## src/rtl/mem_responder_pkg.sv

```systemverilog
// Shared definitions for the mem_responder slice: FSM state codes, bus
// opcodes and the wait-counter width.
package mem_responder_pkg;

   // Codes kept clear of 2'b00 so they never alias the control-unit states.
   typedef enum logic [1:0] {
      S_MR_IDLE    = 2'b01,
      S_MR_WAIT    = 2'b10,
      S_MR_RESPOND = 2'b11
   } mr_state_t;

   localparam logic MEM_READ  = 1'b0;
   localparam logic MEM_WRITE = 1'b1;

   // Wait counter covers WAIT_CYCLES in 0..15.
   localparam int unsigned CNT_W = 4;

endpackage

```

## src/rtl/mem_responder_ram.sv

```systemverilog
// Single-port byte store for mem_responder: synchronous write, asynchronous
// read, no reset (contents survive a responder reset).
module mem_responder_ram #(
   parameter int unsigned DEPTH = 256,
   parameter int unsigned AW    = $clog2(DEPTH)
) (
   input  logic          clock,
   input  logic          we,
   input  logic [AW-1:0] addr,
   input  logic [7:0]    wdata,
   output logic [7:0]    rdata
);

   logic [7:0] mem [DEPTH];

   // Commit a byte on the rising edge when enabled.
   always_ff @(posedge clock) begin
      if (we) begin
         mem[addr] <= wdata;
      end
   end

   assign rdata = mem[addr];

endmodule

```

## src/rtl/mem_responder.sv

```systemverilog
// Byte-wide memory responder: accepts one request at a time, inserts
// WAIT_CYCLES wait states, then returns a one-cycle response.
// Optional write protection below PROT_LIMIT: define MEM_RESPONDER_PROTECT_EN.
module mem_responder
   import mem_responder_pkg::*;
#(
   parameter int unsigned DEPTH       = 256,
   parameter int unsigned WAIT_CYCLES = 1,
   parameter logic [15:0] PROT_LIMIT  = 16'h0040
) (
   input  logic        clock,
   input  logic        reset,
   input  logic        req_valid,
   input  logic        req_write,
   input  logic [15:0] req_addr,
   input  logic [7:0]  req_wdata,
   output logic        req_ready,
   output logic        rsp_valid,
   output logic [7:0]  rsp_rdata,
   output logic        rsp_err
);

   localparam int unsigned AW = $clog2(DEPTH);

   mr_state_t        state;
   mr_state_t        state_nx;
   logic [CNT_W-1:0] wait_cnt;
   logic             lat_write;
   logic [AW-1:0]    lat_addr;
   logic [7:0]       lat_wdata;
   logic             prot_hit;
   logic             refuse;
   logic             ram_we;
   logic [7:0]       ram_rdata;

   // Wrapped address compared against the first writable byte.
   assign prot_hit = (32'(lat_addr) < 32'(PROT_LIMIT));

`ifdef MEM_RESPONDER_PROTECT_EN
   assign refuse = (lat_write == MEM_WRITE) && prot_hit;
`else
   // Protection compiled out: every write commits.
   assign refuse = prot_hit & 1'b0;
`endif

   // State register; reset aborts any in-flight request.
   always_ff @(posedge clock or negedge reset) begin
      if (!reset) begin
         state <= S_MR_IDLE;
      end else begin
         state <= state_nx;
      end
   end

   // Next-state: accept in IDLE, count down in WAIT, single-cycle RESPOND.
   always_comb begin
      state_nx = state;
      case (state)
         S_MR_IDLE: begin
            if (req_valid) begin
               state_nx = (WAIT_CYCLES == 0) ? S_MR_RESPOND : S_MR_WAIT;
            end
         end
         S_MR_WAIT: begin
            if (wait_cnt <= CNT_W'(1)) begin
               state_nx = S_MR_RESPOND;
            end
         end
         S_MR_RESPOND: state_nx = S_MR_IDLE;
         default:      state_nx = S_MR_IDLE;
      endcase
   end

   // Outputs and write enable decoded from the current state.
   always_comb begin
      req_ready = 1'b0;
      rsp_valid = 1'b0;
      rsp_rdata = '0;
      rsp_err   = 1'b0;
      ram_we    = 1'b0;
      case (state)
         S_MR_IDLE: req_ready = reset;
         S_MR_RESPOND: begin
            rsp_valid = 1'b1;
            rsp_err   = refuse;
            if (lat_write == MEM_WRITE) begin
               ram_we = !refuse;
            end else begin
               rsp_rdata = ram_rdata;
            end
         end
         default: ;
      endcase
   end

   // Request latch and wait counter, loaded on accept.
   always_ff @(posedge clock or negedge reset) begin
      if (!reset) begin
         wait_cnt  <= '0;
         lat_write <= 1'b0;
         lat_addr  <= '0;
         lat_wdata <= '0;
      end else begin
         if (state == S_MR_IDLE && req_valid) begin
            wait_cnt  <= CNT_W'(WAIT_CYCLES);
            lat_write <= req_write;
            lat_addr  <= req_addr[AW-1:0];
            lat_wdata <= req_wdata;
         end else if (state == S_MR_WAIT) begin
            wait_cnt <= wait_cnt - CNT_W'(1);
         end
      end
   end

   mem_responder_ram #(
      .DEPTH (DEPTH),
      .AW    (AW)
   ) u_ram (
      .clock (clock),
      .we    (ram_we),
      .addr  (lat_addr),
      .wdata (lat_wdata),
      .rdata (ram_rdata)
   );

endmodule
```

## config.mk

```make
export PLATFORM = sky130hd
export DESIGN_NAME = mem_responder
export DESIGN_NICKNAME = d
export VERILOG_FILES = /design/src/rtl/mem_responder_pkg.sv /design/src/rtl/mem_responder_ram.sv /design/src/rtl/mem_responder.sv
export SDC_FILE = /design/constraint.sdc
export NUM_CORES = 2
export LEC_CHECK = 0
export CAP_MARGIN = 10
export CORE_UTILIZATION = 40
export DETAILED_ROUTE_END_ITERATION = 12
export GPL_ROUTABILITY_DRIVEN = 0
export GPL_TIMING_DRIVEN = 0
export PLACE_DENSITY_LB_ADDON = 0.05
export SLEW_MARGIN = 15
export SYNTH_ARGS = -nofsm -noshare
export SYNTH_HDL_FRONTEND = slang
export SYNTH_SLANG_ARGS = --single-unit
export TNS_END_PERCENT = 20
```

## constraint.sdc

```tcl
create_clock -name clock -period 5.19 [get_ports clock]
set_input_delay 0.519 -clock clock [delete_from_list [all_inputs] [get_ports clock]]
set_output_delay 0.519 -clock clock [all_outputs]
set_load 0.005 [all_outputs]
```

==> flow_summary_export.csv <==
group,metric,value,unit
outcome,status,"finished, violations left",
outcome,violations,"negative setup slack",
sta,maxSlewHeadroom,11.54,%
routing,drc,0,
floorplan,die_w,450.9,um
routing,first_pass_iters,6,
cts,numCtsBuffers,218,
sta,rsz0062_at_grt,"yes",
placed_design,dpl.hpwl,185.1,mm
routing,routedWlPerCell,38.70,um
critical_path,worst_setup_path_end_kind,"output pin",
cts,cts_tree,"done",
cts,cts_root_buffer,"clkbuf_16",
cells_and_area,drive_gt1_share,23.74,%
sta,final_hold_viol_count,0,
placed_design,dpl-instance-area,85160,um2
cells_and_area,multiInputGateArea,17780,um2
critical_path,worstPathMaxFanout,10,
sta,slew_viol_final,0,
global_routing,grt_max_degree,83,
routing,wl,272.9,mm
critical_path,cp-start-kind,"flip-flop",
sta,worst_pin_slew,1324,ps
critical_path,worstPathRequired,4670,ps
global_routing,grt_pass1_wl,366.8,mm
sta,max_freq,192.0,MHz
cells_and_area,final_common_cell,"edfxtp_1",
cells_and_area,nets,4250,
routing,drt_iter0_drc,5033,
cts,clkLatencyLatePin,870,ps
sta,period_share,100.4,%
routing,vias_per_cell,5.918,
worst_hold_path,hold_class,"in -> async",
routing,ant_nets,0,
floorplan,rows,164,
cts,clk_path_buf_depth,3,
sta,timing.final.ws_setup,-19.41,ps
cells_and_area,regArea,62110,um2
cells_and_area,finalNonFillerCells,7050,
logic_synthesis,syn_inst,3933,
logic_synthesis,async_reset_ff_share,1.111,%
logic_synthesis,yosys_warnings,0,
logic_synthesis,synth_cell_types,63,
cells_and_area,n_fill_cell,16900,
cells_and_area,layout_common_cells,"edfxtp_1, mux4_2, nor2_1",
flow_run,max_cap_viol_count,0,
critical_path,worst-setup-path-type,"reg -> out",
global_routing,globalRouteOverflowTotal,0,
power_and_ir_drop,vdd_drop_max,0.0004403,V
floorplan,die_area,203300,um2
global_routing,first_global_vias,42160,
placed_design,dpl_worst_slack,-722.2,ps
placed_design,io_buffers,29,
power_and_ir_drop,cellPowerDensity,611.7,nW/um2
logic_synthesis,synthesis.nets,3966,
floorplan,io_pins,39,
floorplan,start_util,40.29,%
cells_and_area,fin_util,46.48,%
logic_synthesis,synthFlopType,"edfxtp_1",
cells_and_area,synthToLayoutAreaGrowth,15.35,%
logic_synthesis,synth-edff-count,2048,
sta,tns,-19.41,ps
routing,num_vias,41720,
logic_synthesis,ys_seq_area_share,77.00,%
critical_path,arrival,4690,ps
cts,clkSinkCount,2071,
sta,setup_viol,1,
cells_and_area,design_area,92990,um2
logic_synthesis,synth_area_per_cell,20.50,um2
cts,htree_levels,4,
logic_synthesis,netlist_area,80610,um2
sta,fin_skew,27.70,ps
cts,clk_pin_slew,60,ps
global_routing,antenna_found_initial,15,
logic_synthesis,ys_seq_elements,2071,
floorplan,coreArea,200100,um2
sta,min_period,5209,ps
floorplan,die_y,450.9,um
global_routing,grt_usage,26.80,%
placed_design,place_inst,6651,
power_and_ir_drop,p_leak,0.02909,uW
## per-layer routing
layer / wire (um) / track usage, %
met1: 114600 / 36.69
met4: 12020 / 11.27
met3: 16490 / 4.265
met2: 129700 / 42.66
met5: 20 / 0
## state kept, by name, indices dropped and copies added, names as in the netlist
signal	count
u_ram.mem	2048
lat_wdata	8
wait_cnt	4
state	2
lat_addr	8
lat_write	1
## worst paths after layout
kind	cells past startpoint	start	slack, ps	end
min in group clock	2	req_wdata[0]	260	lat_wdata[0]$_DFFE_PN0P_
max	11	lat_addr[0]$_DFFE_PN0P_	-20	rsp_rdata[6]
min	2	reset	200	lat_write$_DFFE_PN0P_
max reg2reg	10	lat_addr[1]$_DFFE_PN0P_	70	u_ram.mem[198][4]$_DFFE_PP_
min reg2reg	2	state[0]$_DFFE_PN1P_	500	state[0]$_DFFE_PN1P_
max in group asynchronous	2	reset	4520	lat_wdata[1]$_DFFE_PN0P_
## worst max-delay path: stages, from the launching register on
cell and delay, ps:
dfrtp_1 460, buf_6 230, nor2b_1 500, buf_2 360, buf_4 350, nand2_1 130
nand4_1 110, nand2_1 70, o31ai_2 470, and3_1 420, a21oi_2 170, clkdlybuf4s50_1 490
## cell families (layout without fill, tap and decap cells)
group,count (synthesis),after routing,synth area share (%)
DFF,2071,2071,77.00
muxes,684,684,14.57
and+or+nand+nor,530,530,2.949
AOI/OAI and AO/OA,399,399,3.557
buffers and inverters,240,696,1.800
adders and majority gates,5,5,0.07760
xor gates and xnor gates,3,3,0.03260
other,1,6,0.004652
## cell usage after synthesis, types with 39 or more instances
master / instances / share of area [%]
nor2_1: 292 / 1.4
buf_2: 79 / 0.49
buf_4: 45 / 0.42
edfxtp_1: 2048 / 76
a22oi_1: 120 / 1.1
nand3_1: 44 / 0.27
mux2i_1: 258 / 3.2
nand4_1: 39 / 0.30
a21oi_1: 52 / 0.32
clkbuf_1: 61 / 0.28
nand2_1: 85 / 0.40
o22ai_1: 43 / 0.33
mux4_2: 388 / 11
## final cells by class
class | instances | area share (%)
inverter | 9 | 0.03633
clock inverter | 127 | 1.029
timing repair buffer | 64 | 1.281
antenna | 5 | 0.01346
sequential | 2071 | 66.79
buffer | 231 | 1.960
clock buffer | 265 | 6.193
tap | 2656 | 3.574
multi-input combinational | 1622 | 19.12
## per-stage QoR
step | total power (uW) | hold WS, ps
after CTS | 57010 | 164.7
after global routing | 58150 | 199.2
after global placement | 39860 | 514.9
final | 56880 | 196.8
after detailed placement | 41150 | 501.1
after floorplan | 31830 | 223.4
## repair_timing
action	in CTS	in global routing
hold buffers	1	0
setup buffers	1	0
setup endpoints to repair	66	3
pin swaps	29	3
hold endpoints to repair	22	0
gates resized for setup	249	15
## report_power, final
part	switching (uW)	total (uW)	internal, uW
clock	6550	15100	8500
combinational	13800	20300	6450
sequential	471	21500	21100
Note: power is estimated with default switching activity, not from simulation.
